`src/rtl/nn_ctrl_pkg.sv`:
```
// Shared types and constants for the inference sequencer and its helpers.
package nn_ctrl_pkg;

    localparam int Q88_W = 16;

    typedef enum logic [2:0] {
        IDLE,
        RESET_NN,
        WAIT_FRAME,
        START_NN,
        WAIT_NN,
        CAPTURE
    } seq_state_t;

endpackage

```
`src/rtl/edge_sync.sv`:
```
// Multi-flop synchroniser for an asynchronous input plus a one-cycle rising-edge pulse.
module edge_sync #(
    parameter int SYNC_STAGES = 2
) (
    input  logic clk,
    input  logic reset,
    input  logic async_i,
    output logic rise_o
);

    logic [SYNC_STAGES-1:0] sync_q;
    logic                   prev_q;

    always_ff @(posedge clk) begin
        if (reset) begin
            sync_q <= '0;
            prev_q <= 1'b0;
        end else begin
            sync_q <= {sync_q[SYNC_STAGES-2:0], async_i};
            prev_q <= sync_q[SYNC_STAGES-1];
        end
    end

    assign rise_o = sync_q[SYNC_STAGES-1] & ~prev_q;

endmodule

```
`src/rtl/nn_inference_sequencer.sv`:
```
// Control sequencer: collects a serial frame, starts the NN core, and captures/classifies its argmax.
//
// state      | meaning
// IDLE       | waiting for start_i or continuous mode
// RESET_NN   | holding nn_reset_o for NN_RST_CYCLES
// WAIT_FRAME | counting synchronised ser_clk_i rising edges
// START_NN   | first cycle of nn_valid_o, watchdog starts
// WAIT_NN    | waiting for max_valid_i under the watchdog
// CAPTURE    | result just latched, re-arm or go idle
module nn_inference_sequencer
    import nn_ctrl_pkg::*;
#(
    parameter  int NUM_CLASSES    = 10,
    parameter  int VALUE_W        = Q88_W,
    parameter  int FRAME_BITS     = 12544,
    parameter  int NN_RST_CYCLES  = 1,
    parameter  int TIMEOUT_CYCLES = 65535,
    parameter  int SYNC_STAGES    = 2,
    localparam int IDX_W          = $clog2(NUM_CLASSES)
) (
    input  logic               clk,
    input  logic               reset,
    input  logic               ser_clk_i,
    input  logic               start_i,
    input  logic               mode_cont_i,
    input  logic               abort_i,
    input  logic               clear_err_i,
    input  logic [VALUE_W-1:0] conf_thresh_i,
    input  logic               max_valid_i,
    input  logic [IDX_W-1:0]   max_idx_i,
    input  logic [VALUE_W-1:0] max_value_i,
    output logic               nn_reset_o,
    output logic               nn_valid_o,
    output logic [IDX_W-1:0]   result_idx_o,
    output logic [VALUE_W-1:0] result_value_o,
    output logic               result_valid_o,
    output logic               low_conf_o,
    output logic               timeout_err_o,
    output logic               busy_o,
    output logic [15:0]        frames_done_o
);

    localparam int BIT_W = $clog2(FRAME_BITS + 1);
    localparam int TMO_W = $clog2(TIMEOUT_CYCLES + 1);
    localparam int RST_W = $clog2(NN_RST_CYCLES + 1);

    localparam logic [BIT_W-1:0] BIT_FULL = BIT_W'(FRAME_BITS);
    localparam logic [TMO_W-1:0] TMO_LAST = TMO_W'(TIMEOUT_CYCLES - 1);
    localparam logic [RST_W-1:0] RST_LAST = RST_W'(NN_RST_CYCLES - 1);

    seq_state_t       state_q, state_d;
    logic [BIT_W-1:0] bit_cnt_q;
    logic [TMO_W-1:0] tmo_cnt_q;
    logic [RST_W-1:0] rst_cnt_q;
    logic             ser_rise;
    logic             capture;
    logic             timeout;

    edge_sync #(.SYNC_STAGES(SYNC_STAGES)) u_ser_sync (
        .clk     (clk),
        .reset   (reset),
        .async_i (ser_clk_i),
        .rise_o  (ser_rise)
    );

    always_ff @(posedge clk) begin
        if (reset) state_q <= IDLE;
        else       state_q <= state_d;
    end

    always_comb begin
        state_d    = state_q;
        capture    = 1'b0;
        timeout    = 1'b0;
        nn_reset_o = 1'b0;
        nn_valid_o = 1'b0;
        case (state_q)
            IDLE:       if (start_i || mode_cont_i) state_d = RESET_NN;
            RESET_NN: begin
                nn_reset_o = 1'b1;
                if (rst_cnt_q == RST_LAST) state_d = WAIT_FRAME;
            end
            WAIT_FRAME: if (bit_cnt_q == BIT_FULL) state_d = START_NN;
            START_NN: begin
                nn_valid_o = 1'b1;
                state_d    = WAIT_NN;
            end
            WAIT_NN: begin
                nn_valid_o = 1'b1;
                // A result arriving on the last watchdog cycle still counts.
                if (max_valid_i) begin
                    capture = 1'b1;
                    state_d = CAPTURE;
                end else if (tmo_cnt_q == TMO_LAST) begin
                    timeout = 1'b1;
                    state_d = IDLE;
                end
            end
            CAPTURE:    state_d = mode_cont_i ? RESET_NN : IDLE;
            default:    state_d = IDLE;
        endcase
        if (abort_i && state_q != IDLE) begin
            state_d = IDLE;
            capture = 1'b0;
            timeout = 1'b0;
        end
    end

    assign busy_o = (state_q != IDLE);

    always_ff @(posedge clk) begin
        if (reset) begin
            rst_cnt_q      <= '0;
            bit_cnt_q      <= '0;
            tmo_cnt_q      <= '0;
            result_idx_o   <= '0;
            result_value_o <= '0;
            result_valid_o <= 1'b0;
            low_conf_o     <= 1'b0;
            timeout_err_o  <= 1'b0;
            frames_done_o  <= '0;
        end else begin
            rst_cnt_q <= (state_q == RESET_NN) ? rst_cnt_q + RST_W'(1) : '0;

            if (state_q != WAIT_FRAME)
                bit_cnt_q <= '0;
            else if (ser_rise && bit_cnt_q != BIT_FULL)
                bit_cnt_q <= bit_cnt_q + BIT_W'(1);

            // Counts from the START_NN cycle so the error lands TIMEOUT_CYCLES after start.
            if (state_q == START_NN || state_q == WAIT_NN)
                tmo_cnt_q <= tmo_cnt_q + TMO_W'(1);
            else
                tmo_cnt_q <= '0;

            result_valid_o <= capture;
            if (capture) begin
                result_idx_o   <= max_idx_i;
                result_value_o <= max_value_i;
                low_conf_o     <= ($signed(max_value_i) < $signed(conf_thresh_i));
                frames_done_o  <= frames_done_o + 16'd1;
            end

            if (timeout)          timeout_err_o <= 1'b1;
            else if (clear_err_i) timeout_err_o <= 1'b0;
        end
    end

endmodule

```
`config.mk`:
```
export PLATFORM = sky130hd
export DESIGN_NAME = nn_inference_sequencer
export DESIGN_NICKNAME = d
export VERILOG_FILES = /design/src/rtl/nn_ctrl_pkg.sv /design/src/rtl/edge_sync.sv /design/src/rtl/nn_inference_sequencer.sv
export SDC_FILE = /design/constraint.sdc
export NUM_CORES = 1
export LEC_CHECK = 0
export CAP_MARGIN = 10
export CORE_MARGIN = 3
export CORE_UTILIZATION = 47
export CTS_BUF_LIST = sky130_fd_sc_hd__clkbuf_2
export DETAILED_ROUTE_END_ITERATION = 7
export GPL_TIMING_DRIVEN = 0
export PLACE_DENSITY_LB_ADDON = 0.2
export SYNTH_ARGS = -nofsm -noshare
export SYNTH_HDL_FRONTEND = slang
export SYNTH_SLANG_ARGS = --single-unit
```
`constraint.sdc`:
```
create_clock -name clk -period 1.9 [get_ports clk]
set_input_delay 0.285 -clock clk [delete_from_list [all_inputs] [get_ports clk]]
set_output_delay 0.285 -clock clk [all_outputs]
set_load 0.05 [all_outputs]
```
==> results.md, run 1 <==
- Switching power total: 0.690 mW
- Switch share: 0.265
- Vias in the first global route: 3195
- Largest fanout on the critical path: 3
- Clock sink count: 76
- CP arrival: 2.39 ns
- DRC: 0
- Root Buffer Master: clkbuf_2
- Clock H-tree levels: 3
- Cts hold-fix bufs: 0
- Clk_skew: 0.0224 ns
- Leak: 1.84 nW
- Largest net degree at the start of global routing: 12
- Post-route ant nets: 0
- Final Setup Violations: 1
- Synth cell types: 51
- Relative slew slack: 0.457
- Final Cycle Share: 1.02
- Sequential share of the synthesized area: 0.411
- First-pass GRT wire length: 14800 µm
- Failing checks: negative setup slack
- First DRT Iteration DRCs: 89
- Peak VDD IR: 433 µV
- WP data required: 2.36 ns
- Critical path startpoint category: flop
- Final Hold Viols: 0
- Initial antenna violation count: 0
- Number of port buffers: 84
- Deepest clock path buffer count: 2
- WS Path Type: reg -> reg
- Final Slew Violations: 0
- Final #Nets: 608
- DR WL/cell: 14.0 µm
- Fin worst setup slack: -0.0307 ns
- Synth Flop Type: dfxtp_1
- DRT Pass-1 Iters: 4
- Area Overhead vs Synth: 30.2%
- Syn avg cell area: 8.39 µm²
- Final Power: 2.61 mW
- Die Span X: 94.7 µm
- Min Tclk post-route: 1.93 ns
- RSZ-0062 raised after global routing: true
- RePlAce Congestion: 0.817
- Drt via density: 5.35
- Int Pwr: 1.91 mW
- DP Cell Count: 624
- # fillers: 673
- Antenna Diode Count: 0
- Via count: 3452
- Die height: 94.7 µm
- Core outline area: 0.00745 mm²
- Share of layout cells above drive strength 1: 0.110
- Mapped Cells: 441
- Final std cells w/o fill: 645
- Power share of the clock group: 0.263
- CTS Buf Count: 9
- IO Pins: 86
- GRT overflow: 0
- Die area: 0.00898 mm²
- Combinational Power Share: 0.113
- CTS tree: built
- Power per standard cell area: 541 mW/mm²
- All-Layer GR Usage: 0.209
- EDFF count, synth: 0
- Post-Route WL: 9050 µm
- Initial Util: 0.497
- Worst-path clk slew: 0.20 ns
- HP Class: in -> reg
- Fmax achieved: 518 MHz
- Worst slew pin tran: 0.807 ns
- Row cnt: 31
- Synthesis-stage register bit count: 76
- Max Cap Viol: 0
- Worst-Skew Late Latency: 0.50 ns
- Ys async rst share: 0
- Syn Nets: 505
- Status: finished, violations left
- DP HPWL: 6610 µm
- Share of total power in sequential cells: 0.624
- CP Capture Type: flop
- Number of warnings issued by yosys: 0
- Post-Syn Area: 0.00370 mm²
per-stage QoR:
step                      cell area [µm²]  worst slack [ns]  hold slack, ns  setup TNS (ns)   util
after floorplan                      3710            0.0127           0.357               0      -
after global placement               4680            -0.515           0.409          -13.59  0.628
after detailed placement             4680            -0.496           0.421          -14.88  0.628
after CTS                            4790           -0.0494           0.300         -0.0551  0.643
after global routing                 4820            -0.101           0.288          -0.164  0.647
final                                4820           -0.0307           0.332         -0.0307  0.647
synth_stat cells (2+ instances only):
library cell  number  area (µm²)
dfxtp_1           76        1520
nand2_1           57         214
a21oi_1           46         230
nor2_1            32         120
inv_1             28         105
ha_1              20         250
nand3_1           16        80.1
nand4_1           15        93.8
clkbuf_1          13        48.8
o21ai_0           11        55.1
or4_1             11        82.6
xnor2_1           10        87.6
xor2_1            10        87.6
nor4_1             9        56.3
o31ai_1            9        67.6
or3_1              8        50.1
nor2b_1            7        43.8
buf_2              6        30.0
and4_1             5        43.8
nand2b_1           5        31.3
and2_1             4        25.0
nor3_1             4        20.0
mux2i_1            3        30.0
a21o_1             2        15.0
a31oi_1            2        12.5
nand3_2            2        20.0
nand3b_1           2        15.0
nor3b_1            2        15.0
o211ai_1           2        15.0
o22ai_1            2        12.5
or4_4              2        22.5
cells by family after synthesis:
family                   after synthesis  synth area share
AND/OR/NAND/NOR                      189             0.278
AO/OA/AOI/OAI                         83             0.132
flip-flops                            76             0.411
buffers and inverters                 49            0.0538
XOR/XNOR                              20            0.0473
adder cells (fa/ha/maj)               20            0.0676
multiplexers                           4            0.0112
repair_timing:
| item | CTS | global route |
|---|---|---|
| setup buffers | 4 | 4 |
| pin swaps | 8 | 5 |
| cloned | 1 | 1 |
| setup endpoints to repair | 83 | 23 |
| gates resized for setup | 78 | 15 |
power groups by stage:
stage / Sequential [mW] / Clock [mW] / Combinational (mW)
floorplan: 1.65 / 0 / 0.159
global placement: 1.64 / 0 / 0.303
detailed placement: 1.64 / 0 / 0.307
CTS: 1.61 / 0.707 / 0.314
global route: 1.63 / 0.782 / 0.323
finish: 1.63 / 0.684 / 0.296
critical path, cell delays in order (launching register included):
cell and delay (ns):
dfxtp_2 0.37, inv_2 0.08, ha_4 0.12, or4bb_4 0.47
or4_4 0.53, a21oi_2 0.16, o311a_1 0.16
placed cells by master, fill, tap and decap left out, drive strengths merged, types with 2 or more instances in the layout:
cell type and count:
o211ai 2, dlygate4sd2 35, o21ai 11, buf 19
nand2b 5, and4 5, clkbuf 25, o22ai 2
nand4 15, clkinv 3, or4 13, nor2 32
xnor2 10, clkdlybuf4s15 2, or3 8, ha 20
dfxtp 76, inv 28, a21oi 46, mux2i 3
nor3 4, a21o 2, a31oi 2, and2 5
clkdlybuf4s50 42, nor3b 2, nand3 18, nand3b 2
nand2 57, o31ai 9, nor4 10, xor2 10
nor2b 7
area by class of cell:
cell class	count	area, µm²	share of cell area
multi-input cells	316	2030	0.421
flip-flops and latches	76	1540	0.319
well taps	99	124	0.0257
inverters	28	105	0.0218
repair buffers	94	867	0.180
clock inverters	3	17.5	0.00364
plain buffers	19	90.1	0.0187
clock buffers	10	50.0	0.0104
worst paths after layout:
path,start,to,slack (ns),depth (start not counted)
max,bit_cnt_q[0],state_q[0],-0.03,6
min,max_idx_i[3],result_idx_o[3],0.33,3
max reg2reg,bit_cnt_q[0],state_q[0],-0.03,6
min reg2reg,rst_cnt_q,rst_cnt_q,0.44,1
sequential cells by signal (all words and copies together), names as in the netlist:
register           cells
frames_done_o         16
bit_cnt_q             14
tmo_cnt_q             16
u_ser_sync.prev_q      1
u_ser_sync.sync_q      2
state_q                3
result_valid_o         1
result_idx_o           4
result_value_o        16
low_conf_o             1
timeout_err_o          1
rst_cnt_q              1
per-layer routing:
metal / routed length, µm / track usage / vias up
met1: 4220 / 0.270 / 1581
met3: 460 / 0.0446 / 13
met4: 133 / 0.0733 / 0
li1: - / - / 1762
met5: 0 / 0 / -
met2: 4240 / 0.344 / 96
(Power assumes the default switching activity.)
==> run 2: changes to the inputs <==
CELL_PAD_IN_SITES_DETAIL_PLACEMENT = 1   (was unset)
CELL_PAD_IN_SITES_GLOBAL_PLACEMENT = 1   (was unset)
CORE_UTILIZATION = 34   (was 47)
GPL_TIMING_DRIVEN = unset   (was 0)
==> results.md, run 2 (synthesis results as in run 1) <==
- Row cnt: 37
- CTS tree: built
- RePlAce Congestion: 0.772
- Final Cycle Share: 1.02
- DR top layer: met4
- Failing checks: negative setup slack
- Worst-Skew Late Latency: 0.52 ns
- DR WL/cell: 15.5 µm
- IO Pins: 86
- Met2 WL: 5390 µm
- Leak: 1.98 nW
- Die Span X: 110 µm
- First-pass GRT wire length: 17600 µm
- DP HPWL: 7990 µm
- Die height: 110 µm
- Relative slew slack: 0.641
- Final Hold Viols: 0
- Worst-path clk slew: 0.25 ns
- Antenna Diode Count: 0
- GRT overflow: 0
- Clock H-tree levels: 3
- Dpl ws: -0.131 ns
- All-Layer GR Usage: 0.185
- Final #Nets: 628
- Via count: 3618
- Largest net degree at the start of global routing: 29
- Largest fanout on the critical path: 6
- Min Tclk post-route: 1.94 ns
- Wire length on met1: 4920 µm
- Max Cap Viol: 0
- CTS Buf Count: 9
- Drt via density: 5.13
- Commonest non-fill, non-tap cell in the layout: dfxtp_1
- Clock sink count: 76
- Deepest clock path buffer count: 2
- Final Slew Violations: 0
- Number of port buffers: 85
- Crit path max-delay cell type: or4bb_4
- Wire length on met3: 455 µm
- Fmax achieved: 515 MHz
- Core outline area: 0.0105 mm²
- WP buf/inv: 3
- Initial antenna violation count: 0
- Regs by FF count: frames_done_o (16), result_value_o (16), tmo_cnt_q (16)
- Critical path depth: 8
- Vias in the first global route: 3754
- Fin worst setup slack: -0.0402 ns
- Cell depth of the worst hold path: 3
- Area Overhead vs Synth: 40.0%
- Worst slew pin tran: 0.524 ns
- DRC: 0
- Final Setup Violations: 10
- Clk_skew: 0.0245 ns
- Reg2Reg Depth: 8
- Peak VDD IR: 235 µV
- Initial Util: 0.354
- Power per standard cell area: 545 mW/mm²
- CP Capture Type: flop
- Post-Route WL: 11000 µm
- Crit-path max cell delay: 0.46 ns
- First DRT Iteration DRCs: 118
- WS Path Type: reg -> reg
- Commonest non-fill, non-tap cells in the layout: dfxtp_1 (67), nand2_1 (56), a21oi_1 (44)
- Status: finished, violations left
- Die area: 0.0122 mm²
- Fin util: 0.495
- Share of layout cells above drive strength 1: 0.188
- Cell Chain, Critical Path: inv_2 -> ha_4 -> or4bb_4 -> buf_6 -> nor4_4 -> buf_4 -> nor4_1 -> mux2i_1
- Root Buffer Master: clkbuf_2
- DRT Pass-1 Iters: 4
- HP Class: in -> reg
- CP top delay family: simple AND/OR/NAND/NOR gates
- Critical path startpoint category: flop
- RSZ-0062 raised after global routing: true
- Post-route ant nets: 0
- CP arrival: 2.39 ns
- WP data required: 2.35 ns
run 2: changes by cell type in the layout (fill, tap and decap cells not counted), sizes merged:
cell / delta
clkbuf: -10
dlygate4sd3: +1
clkdlybuf4s15: +1
buf: +35
dlygate4sd2: -8
clkinvlp: +2
inv: +2
run 2: repair_timing:
item | 4_1_cts | 5_1_grt
hold endpoints to repair | 1 | 0
endpoints found under the setup margin | 43 | 24
cloned | 0 | 0
hold buffers | 1 | 0
buffers inserted | 8 | 2
pin swaps | 5 | 8
resized for setup | 54 | 27
run 2: worst min-delay path, cell delays in order:
cell and delay (ns):
clkdlybuf4s50_1 0.41, nand2_1 0.06, a21oi_1 0.05
run 2: worst paths after layout:
check               start              end  slack, ns
max          bit_cnt_q[0]    bit_cnt_q[13]      -0.04
min          max_idx_i[2]  result_idx_o[2]       0.27
max reg2reg  bit_cnt_q[0]    bit_cnt_q[13]      -0.04
min reg2reg     rst_cnt_q        rst_cnt_q       0.45
run 2: layout make-up:
| type | count | area (µm²) |
|---|---|---|
| Clock buffer | 9 | 45.0 |
| Clock inverter | 7 | 51.3 |
| Fill cell | 1269 | 5280 |
| Inverter | 28 | 105 |
| Multi-Input combinational cell | 316 | 2060 |
| Sequential cell | 76 | 1540 |
| Tap cell | 136 | 170 |
| Timing Repair Buffer | 133 | 1210 |
run 2: metrics by stage:
step	hold WS [ns]	cell area [µm²]	total power, mW	setup TNS (ns)	cells
global placement	0.414	4960	1.98	-1.03	678
finish	0.275	5180	2.82	-0.228	705
global route	0.188	5180	3.00	-1.47	705
CTS	0.225	5130	2.85	-0.0306	703
detailed placement	0.428	4960	1.98	-1.64	678
floorplan	0.357	3710	1.81	0	441
run 2: where the power goes:
part           leakage [nW]  switching [mW]  internal, mW
Sequential            0.618         0.00894          1.61
Combinational          1.30           0.173         0.204
Clock                0.0587           0.648         0.179
Total                  1.98           0.830          1.99
run 2: routing by layer:
metal	up-vias	track usage
met5	-	0
met4	0	0.0721
met3	15	0.0367
met2	69	0.315
met1	1732	0.229
li1	1802	-
==> run 3: changes to the inputs <==
ABC_CLOCK_PERIOD_IN_PS = 1900   (was unset)
==> results of run 3 <==
Final layout, timing and power as in run 2 (identical DEF).
